<file path="config.mk">
export PLATFORM = sky130hd
export DESIGN_NAME = imm_gen_pipe
export DESIGN_NICKNAME = d
export VERILOG_FILES = /design/src/rtl/imm_gen_pipe.sv
export SDC_FILE = /design/constraint.sdc
export NUM_CORES = 1
export LEC_CHECK = 0
export BUFFER_PORTS_ARGS = -buffer_cell sky130_fd_sc_hd__buf_2
export CAP_MARGIN = 5
export CORE_AREA = 2 2 113 115
export CTS_CLUSTER_SIZE = 24
export DETAILED_ROUTE_END_ITERATION = 8
export DIE_AREA = 0 0 115 117
export GPL_ROUTABILITY_DRIVEN = 1
export PLACE_DENSITY_LB_ADDON = 0.1
export SLEW_MARGIN = 20
export SYNTH_ARGS = -nofsm -noshare
export SYNTH_HDL_FRONTEND = slang
export SYNTH_SLANG_ARGS = --single-unit
</file>
<file path="constraint.sdc">
create_clock -name clk -period 2.4 [get_ports clk]
set_input_delay 0.12 -clock clk [delete_from_list [all_inputs] [get_ports clk]]
set_output_delay 0.12 -clock clk [all_outputs]
set_load 0.01 [all_outputs]
</file>
<file path="src/rtl/imm_gen_pipe.sv">
// -----------------------------------------------------------------------------
// imm_gen_pipe
//
// Pipelined immediate generator for the decode stage. A raw 32-bit instruction
// plus a format select is turned into a fully extended XLEN-bit immediate
// (I, S, B, U, J, shift amount, CSR uimm). The result is registered in an
// output register (OR) backed by a one-entry skid register (SK), so the
// downstream can stall without losing instructions. in_ready depends only on
// registered state.
//
// Ports:
//   clk, rst_n          clock (rising edge) / async active-low reset
//   in_valid, in_ready  upstream handshake
//   instr, imm_sel      raw instruction and format select (7 = illegal)
//   tag_in              sideband tag, passed through unmodified
//   out_valid, out_ready downstream handshake
//   imm, fmt_err, tag_out result of the entry at the head of the pipe
//   err_clr             synchronous clear of err_cnt (wins over increment)
//   err_cnt             saturating count of accepted illegal selects
//
// XLEN must be 32 or 64.
// -----------------------------------------------------------------------------
module imm_gen_pipe #(
  parameter int XLEN      = 32,
  parameter int TAG_W     = 8,
  parameter int ERR_CNT_W = 8
) (
  input  logic                 clk,
  input  logic                 rst_n,
  input  logic                 in_valid,
  output logic                 in_ready,
  input  logic [31:0]          instr,
  input  logic [2:0]           imm_sel,
  input  logic [TAG_W-1:0]     tag_in,
  output logic                 out_valid,
  input  logic                 out_ready,
  output logic [XLEN-1:0]      imm,
  output logic                 fmt_err,
  output logic [TAG_W-1:0]     tag_out,
  input  logic                 err_clr,
  output logic [ERR_CNT_W-1:0] err_cnt
);

  localparam logic [ERR_CNT_W-1:0] ERR_MAX = '1;

  // Extension is always done to 64 bits and then truncated, which keeps the
  // concatenations fixed-width for both legal XLEN values.
  logic [63:0]      ext64;
  logic             new_err;
  logic [XLEN-1:0]  new_imm;

  always_comb begin
    ext64   = '0;
    new_err = 1'b0;
    case (imm_sel)
      3'd0: ext64 = {{52{instr[31]}}, instr[31:20]};
      3'd1: ext64 = {{52{instr[31]}}, instr[31:25], instr[11:7]};
      3'd2: ext64 = {{51{instr[31]}}, instr[31], instr[7], instr[30:25],
                     instr[11:8], 1'b0};
      3'd3: ext64 = {{32{instr[31]}}, instr[31:12], 12'h000};
      3'd4: ext64 = {{43{instr[31]}}, instr[31], instr[19:12], instr[20],
                     instr[30:21], 1'b0};
      3'd5: ext64 = (XLEN == 64) ? {58'd0, instr[25:20]}
                                 : {59'd0, instr[24:20]};
      3'd6: ext64 = {59'd0, instr[19:15]};
      default: begin
        ext64   = '0;
        new_err = 1'b1;
      end
    endcase
  end

  assign new_imm = ext64[XLEN-1:0];

  // Opcode bits and (for XLEN=32) the upper extension half are not needed.
  logic unused_bits;
  assign unused_bits = ^{instr[6:0], ext64};

  // Output register and skid register.
  logic             or_valid_reg, sk_valid_reg;
  logic [XLEN-1:0]  or_imm_reg,   sk_imm_reg;
  logic             or_err_reg,   sk_err_reg;
  logic [TAG_W-1:0] or_tag_reg,   sk_tag_reg;

  logic accept;
  logic drain;

  assign in_ready = !sk_valid_reg;
  assign accept   = in_valid && in_ready;
  assign drain    = or_valid_reg && out_ready;

  always_ff @(posedge clk or negedge rst_n) begin
    if (!rst_n) begin
      or_valid_reg <= 1'b0;
      or_imm_reg   <= '0;
      or_err_reg   <= 1'b0;
      or_tag_reg   <= '0;
      sk_valid_reg <= 1'b0;
      sk_imm_reg   <= '0;
      sk_err_reg   <= 1'b0;
      sk_tag_reg   <= '0;
    end else if (drain && sk_valid_reg) begin
      // SK refills OR; no accept is possible here because in_ready is low.
      or_imm_reg   <= sk_imm_reg;
      or_err_reg   <= sk_err_reg;
      or_tag_reg   <= sk_tag_reg;
      sk_valid_reg <= 1'b0;
    end else if (accept && (!or_valid_reg || out_ready)) begin
      or_valid_reg <= 1'b1;
      or_imm_reg   <= new_imm;
      or_err_reg   <= new_err;
      or_tag_reg   <= tag_in;
    end else if (accept) begin
      // OR is holding a stalled result: park the new one in SK.
      sk_valid_reg <= 1'b1;
      sk_imm_reg   <= new_imm;
      sk_err_reg   <= new_err;
      sk_tag_reg   <= tag_in;
    end else if (drain) begin
      // Data is left in place; only the valid bit drops.
      or_valid_reg <= 1'b0;
    end
  end

  always_ff @(posedge clk or negedge rst_n) begin
    if (!rst_n) begin
      err_cnt <= '0;
    end else if (err_clr) begin
      err_cnt <= '0;
    end else if (accept && new_err && (err_cnt != ERR_MAX)) begin
      err_cnt <= err_cnt + 1'b1;
    end
  end

  assign out_valid = or_valid_reg;
  assign imm       = or_imm_reg;
  assign fmt_err   = or_err_reg;
  assign tag_out   = or_tag_reg;

endmodule

</file>
---- Yosys cells after proc, flatten, opt, wreduce, memory -nomap -nowiden ----
Cells that the tools add are included.
word-level totals
  bits of input ports ..................... 48
  word-level logic and storage cells ...... 55
  output and inout bits ................... 51
  flip-flop bits (word level) ............. 92
operators by class
  bitwise operators ....................... 2
  reduce and logical (&&, ||, !) cells .... 18
  add/sub/neg operators ................... 1
  mux-type cells .......................... 16
  equality and inequality tests ........... 9
operator list
  kind                   count
  $pmux W32 S7           1
  $mux W32               2
  $mux W8                4
  $eq A3 B3 Y1 const B   3
  $mux W1                9
  $add A8 B1 Y8 const B  1
  $ne A8 B8 Y1 const B   1
  $reduce_bool A2 Y1     4
  $reduce_or A7 Y1       1
  $eq A3 B2 Y1 const B   2
  $logic_and A1 B1 Y1    6
  $reduce_and A3 Y1      2
  $eq A3 B1 Y1 const B   1
  $logic_not A3 Y1       1
  $logic_not A1 Y1       2
  $ne A2 B1 Y1 const B   1
  $ne A2 B2 Y1 const B   1
  $not A1 Y1             2
  $reduce_and A2 Y1      1
  $logic_or A1 B1 Y1     1

---- Depth between registers and ports, before layout ----
  word-level depth ........................ 7
  gate-level depth with buffers ........... 7

---- Worst setup path before layout ----
OpenSTA, ideal clock, no wires.
  path type ............................... register to register
  start point ............................. register sk_valid_reg
  end point ............................... register err_cnt[5]
  buffers on the path ..................... 1
  data arrival time ....................... 1.607 ns
  library setup time ...................... 0.125 ns
  setup slack ............................. 0.668 ns
  stages on the path, launching flop included .. 6
  clock period less this slack ............ 1.732 ns
  cell sequence ........................... dfrtp_1 > nand2b_2 > or2_0 > buf_2 > nor4_1 > mux2_2
on the way
  longest elaborated chain between the ends .. 5
RTL lines
  what                                 line  RTL
  from (decl)                          80    logic or_valid_reg, sk_valid_reg;
  from (signal assigned)               98    sk_valid_reg <= 1'b0;
  from (signal assigned)               107   sk_valid_reg <= 1'b0;
  from (signal assigned)               115   sk_valid_reg <= 1'b1;
  $logic_not A1 Y1                     88    assign in_ready = !sk_valid_reg;
  $logic_and A1 B1 Y1                  89    assign accept = in_valid && in_ready;
  $logic_and A1 B1 Y1 (2 in series)    130   end else if (accept && new_err && (err_cnt != ERR_MAX)) begin
  $reduce_bool A2 Y1 (no source line)  n/a
  to (signal assigned)                 131   err_cnt <= err_cnt + 1'b1;
  to (decl)                            41    output logic [ERR_CNT_W-1:0] err_cnt
Every way passes these cells.
A chain may end at the register's enable or synchronous reset.

---- Final worst setup path ----
  start point ............................. register sk_valid_reg
  end point ............................... register err_cnt[0]
Same word-level chain as after synthesis.

==> flow_summary_export.csv <==
group,metric,value,unit
status,status,"finished, final reports clean",
detailed_routing,route.detailed.drc,0,
sta,setup_slack,0.517,ns
yosys,synth_area_leader_cell,"dfrtp_1",
sta,slew_violations,0,
global_routing,grt_use_total,18.1,%
final_layout,fin_nets,572,
yosys,syn-instance-count,435,
detailed_routing,routed_via_density,5.26,
sta,period_needed,1.88,ns
hold_path,min_path_type,"input port to flop",
yosys,synth_seq_cells,92,
worst_setup_path,critPathBufInv,0,
final_layout,fin_area,0.00527,mm^2
floorplan,core,0.0123,mm^2
clocking,cts_repair_resize_count,0,
yosys,yosysMostFrequentCell,"dfrtp_1",
sta,setup_tns,0,ns
worst_setup_path,end_kind,"flop",
worst_setup_path,critPathRequiredTime,2.64,ns
floorplan,io_pins,99,
clocking,clock-sinks,92,
yosys,ys_async_sr_fraction,100,%
yosys,synth_edf_count,0,
yosys,synth.area.top_cells,"dfrtp_1 55%, nand2_1 8.0%, o21ai_0 6.9%",
yosys,yosysTopAreaCellShare,55.3,%
yosys,synthAdderAreaFrac,0.301,%
clocking,holdBufCountCts,9,
yosys,synth_cell_type_count,39,
detailed_routing,wl_per_cell,16.7,um
global_routing,grt.overflow.total,0,
yosys,synth_common_cells,"92 x dfrtp_1, 89 x nand2_1, 57 x o21ai_0",
yosys,syn_area,0.00416,mm^2
placed_design,dpl.hpwl,7560,um
yosys,yosysSeqAreaShare,55.3,%
run,cap_violations,0,
yosys,synth_xor_area_share,0,%
floorplan,die_area,0.0135,mm^2
clocking,clock_latency,0.34,ns
detailed_routing,first_pass_iters,6,
placed_design,numPortBuffers,91,
sta,slew_headroom,51.7,%
final_layout,instances_no_fill,678,
placed_design,dp_slack,0.514,ns
yosys,avgSynthCellArea,9.57,um^2
worst_setup_path,slowest_stage,"dfrtp_1",
global_routing,grt_pass1_vias,3422,
sta,setup_violations,0,
clocking,clk_pin_slew_worst_paths,0.07,ns
floorplan,std_cell_rows,41,
final_layout,syn_to_final_growth,26.6,%
sta,final_hold_viol_count,0,
floorplan,initial_core_util,33.8,%
hold_path,hold_start,"out_ready",
global_routing,antenna_found_initial,0,
global_routing,grt_first_pass_wirelength,18500,um
placed_design,gp_congestion,0.789,
final_layout,antenna_cells,0,
worst_setup_path,cp-startpoint,"sk_valid_reg",
yosys,muxShareOfSynthArea,1.26,%
power,power.density,1160,mW/mm^2
worst_setup_path,cp-start-kind,"flop",
sta,fmax,0.531,GHz
final_layout,drive_above_1_share,23.7,%
floorplan,die_w,115,um
worst_setup_path,cp.arrival,2.12,ns
detailed_routing,drtAntennaViolNets,0,
yosys,yosys_warnings,0,
sta,fin_skew,0.00601,ns
sta,tightest_slew,0.724,ns
worst_setup_path,cpLargestDelayFamily,"simple AND/OR/NAND/NOR gates",
worst_setup_path,crit_path_max_incr_delay,0.43,ns
detailed_routing,drt-total-wl,11300,um
clocking,clock_path_buffers,2,
worst_setup_path,crit_type,"flop to flop",
floorplan,die_h,117,um
yosys,ys.flop_type,"dfrtp_1",
yosys,synth_top_family_by_area,"compound AO/OA/AOI/OAI gates",
power,leakage,2.55,nW
detailed_routing,drt_iter0_drc,258,
placed_design,dp_cells,653,
global_routing,grt_max_degree,55,
sta,rsz0062_at_grt,"false",
clocking,cts_tree,"yes",
clocking,root_buffer,"clkbuf_16",
detailed_routing,vias,3569,
worst_setup_path,path_max_fanout,9,
yosys,yosys.area_share.simple,14.8,%
worst_setup_path,cp_cell_sequence,"nand2b_2 -> or2_0 -> a41oi_1 -> mux2_2",
sta,fin_crit_sh,78.5,%
final_layout,final_core_util,42.8,%
worst_setup_path,regToRegStartpoint,"sk_valid_reg",
clocking,cts_made_buffers,9,
power,peakVddDrop,0.000384,V
clocking,post-cts-setup-buffers,0,
clocking,htreeDepth,3,
placed_design,placed_area,0.00481,mm^2
yosys,synth_compound_area_share,24.6,%
yosys,synth_nets,484,
[cells in the final DEF, fill, tap and decap left out, types with 2 or more instances in the layout]
| cell | instances |
|---|---|
| dfrtp_1 | 92 |
| buf_2 | 90 |
| nand2_1 | 88 |
| o21ai_0 | 57 |
| a22oi_1 | 31 |
| a21oi_1 | 24 |
| nor2_1 | 14 |
| nand3_1 | 11 |
| a22o_1 | 11 |
| a32oi_1 | 11 |
| clkbuf_16 | 9 |
| dlygate4sd3_1 | 9 |
| buf_4 | 8 |
| inv_1 | 7 |
| a21o_1 | 7 |
| nor2b_1 | 5 |
| nand2b_1 | 4 |
| a222oi_1 | 4 |
| bufinv_16 | 4 |
| mux2i_1 | 3 |
| and3_1 | 3 |
| o31ai_1 | 3 |
| or4_1 | 3 |
| a221oi_1 | 3 |
| buf_12 | 3 |
| nor3_1 | 2 |
| nor4_1 | 2 |
| mux2_2 | 2 |
[layer usage]
metal | vias to the layer above | GRT usage [%] | share of wire [%]
met2 | 105 | 26.5 | 44
met1 | 1711 | 26.5 | 49
met3 | 12 | 4.38 | 6.1
met5 | - | 0 | 0
li1 | 1741 | - | -
met4 | 0 | 5.54 | 1.2
[area by class of cell]
type	instances	area, um^2
fill	1246	7040
tap	150	188
timing repair buffer	110	661
sequential	92	2300
clock buffer	10	239
inverter	7	26.3
clock inverter	6	134
multi-input combinational	303	1720
[worst register-to-register path: stages (launching register included)]
cell      delay (ns)
dfrtp_1         0.43
nand2b_2        0.25
or2_0           0.38
a41oi_1         0.35
mux2_2          0.37
[power by group]
group	internal (mW)	switching (mW)
Sequential	2.17	0.339
Combinational	0.754	1.06
Clock	1.15	0.615
Total	4.08	2.01
[worst paths after layout]
| path | endpoint | slack, ns | cells past startpoint |
|---|---|---|---|
| min in group asynchronous | imm[25] | 0.37 | 2 |
| setup / recovery | err_cnt[0] | 0.52 | 4 |
| hold reg to reg | tag_out[2] | 0.47 | 2 |
| hold / removal | sk_valid_reg | 0.02 | 2 |
| max in group asynchronous | imm[15] | 1.36 | 3 |
| setup reg to reg | err_cnt[0] | 0.52 | 4 |
[per-stage QoR]
step / hold slack (ns) / total power, mW
2_1_floorplan: -0.176 / 3.57
3_3_place_gp: 0.229 / 4.34
3_5_place_dp: 0.235 / 4.39
4_1_cts: 0.000915 / 6.20
5_1_grt: 0.0161 / 6.56
6_report: 0.0164 / 6.09
[cell families (layout without fill, tap and decap cells)]
| logic type | after synthesis | count (layout) |
|---|---|---|
| simple gates | 140 | 140 |
| flops | 92 | 92 |
| mux | 5 | 5 |
| compound gates | 157 | 157 |
| buf+inv | 40 | 133 |
| fa+ha+maj | 1 | 1 |
No activity file was read; power rests on OpenSTA's default activity.
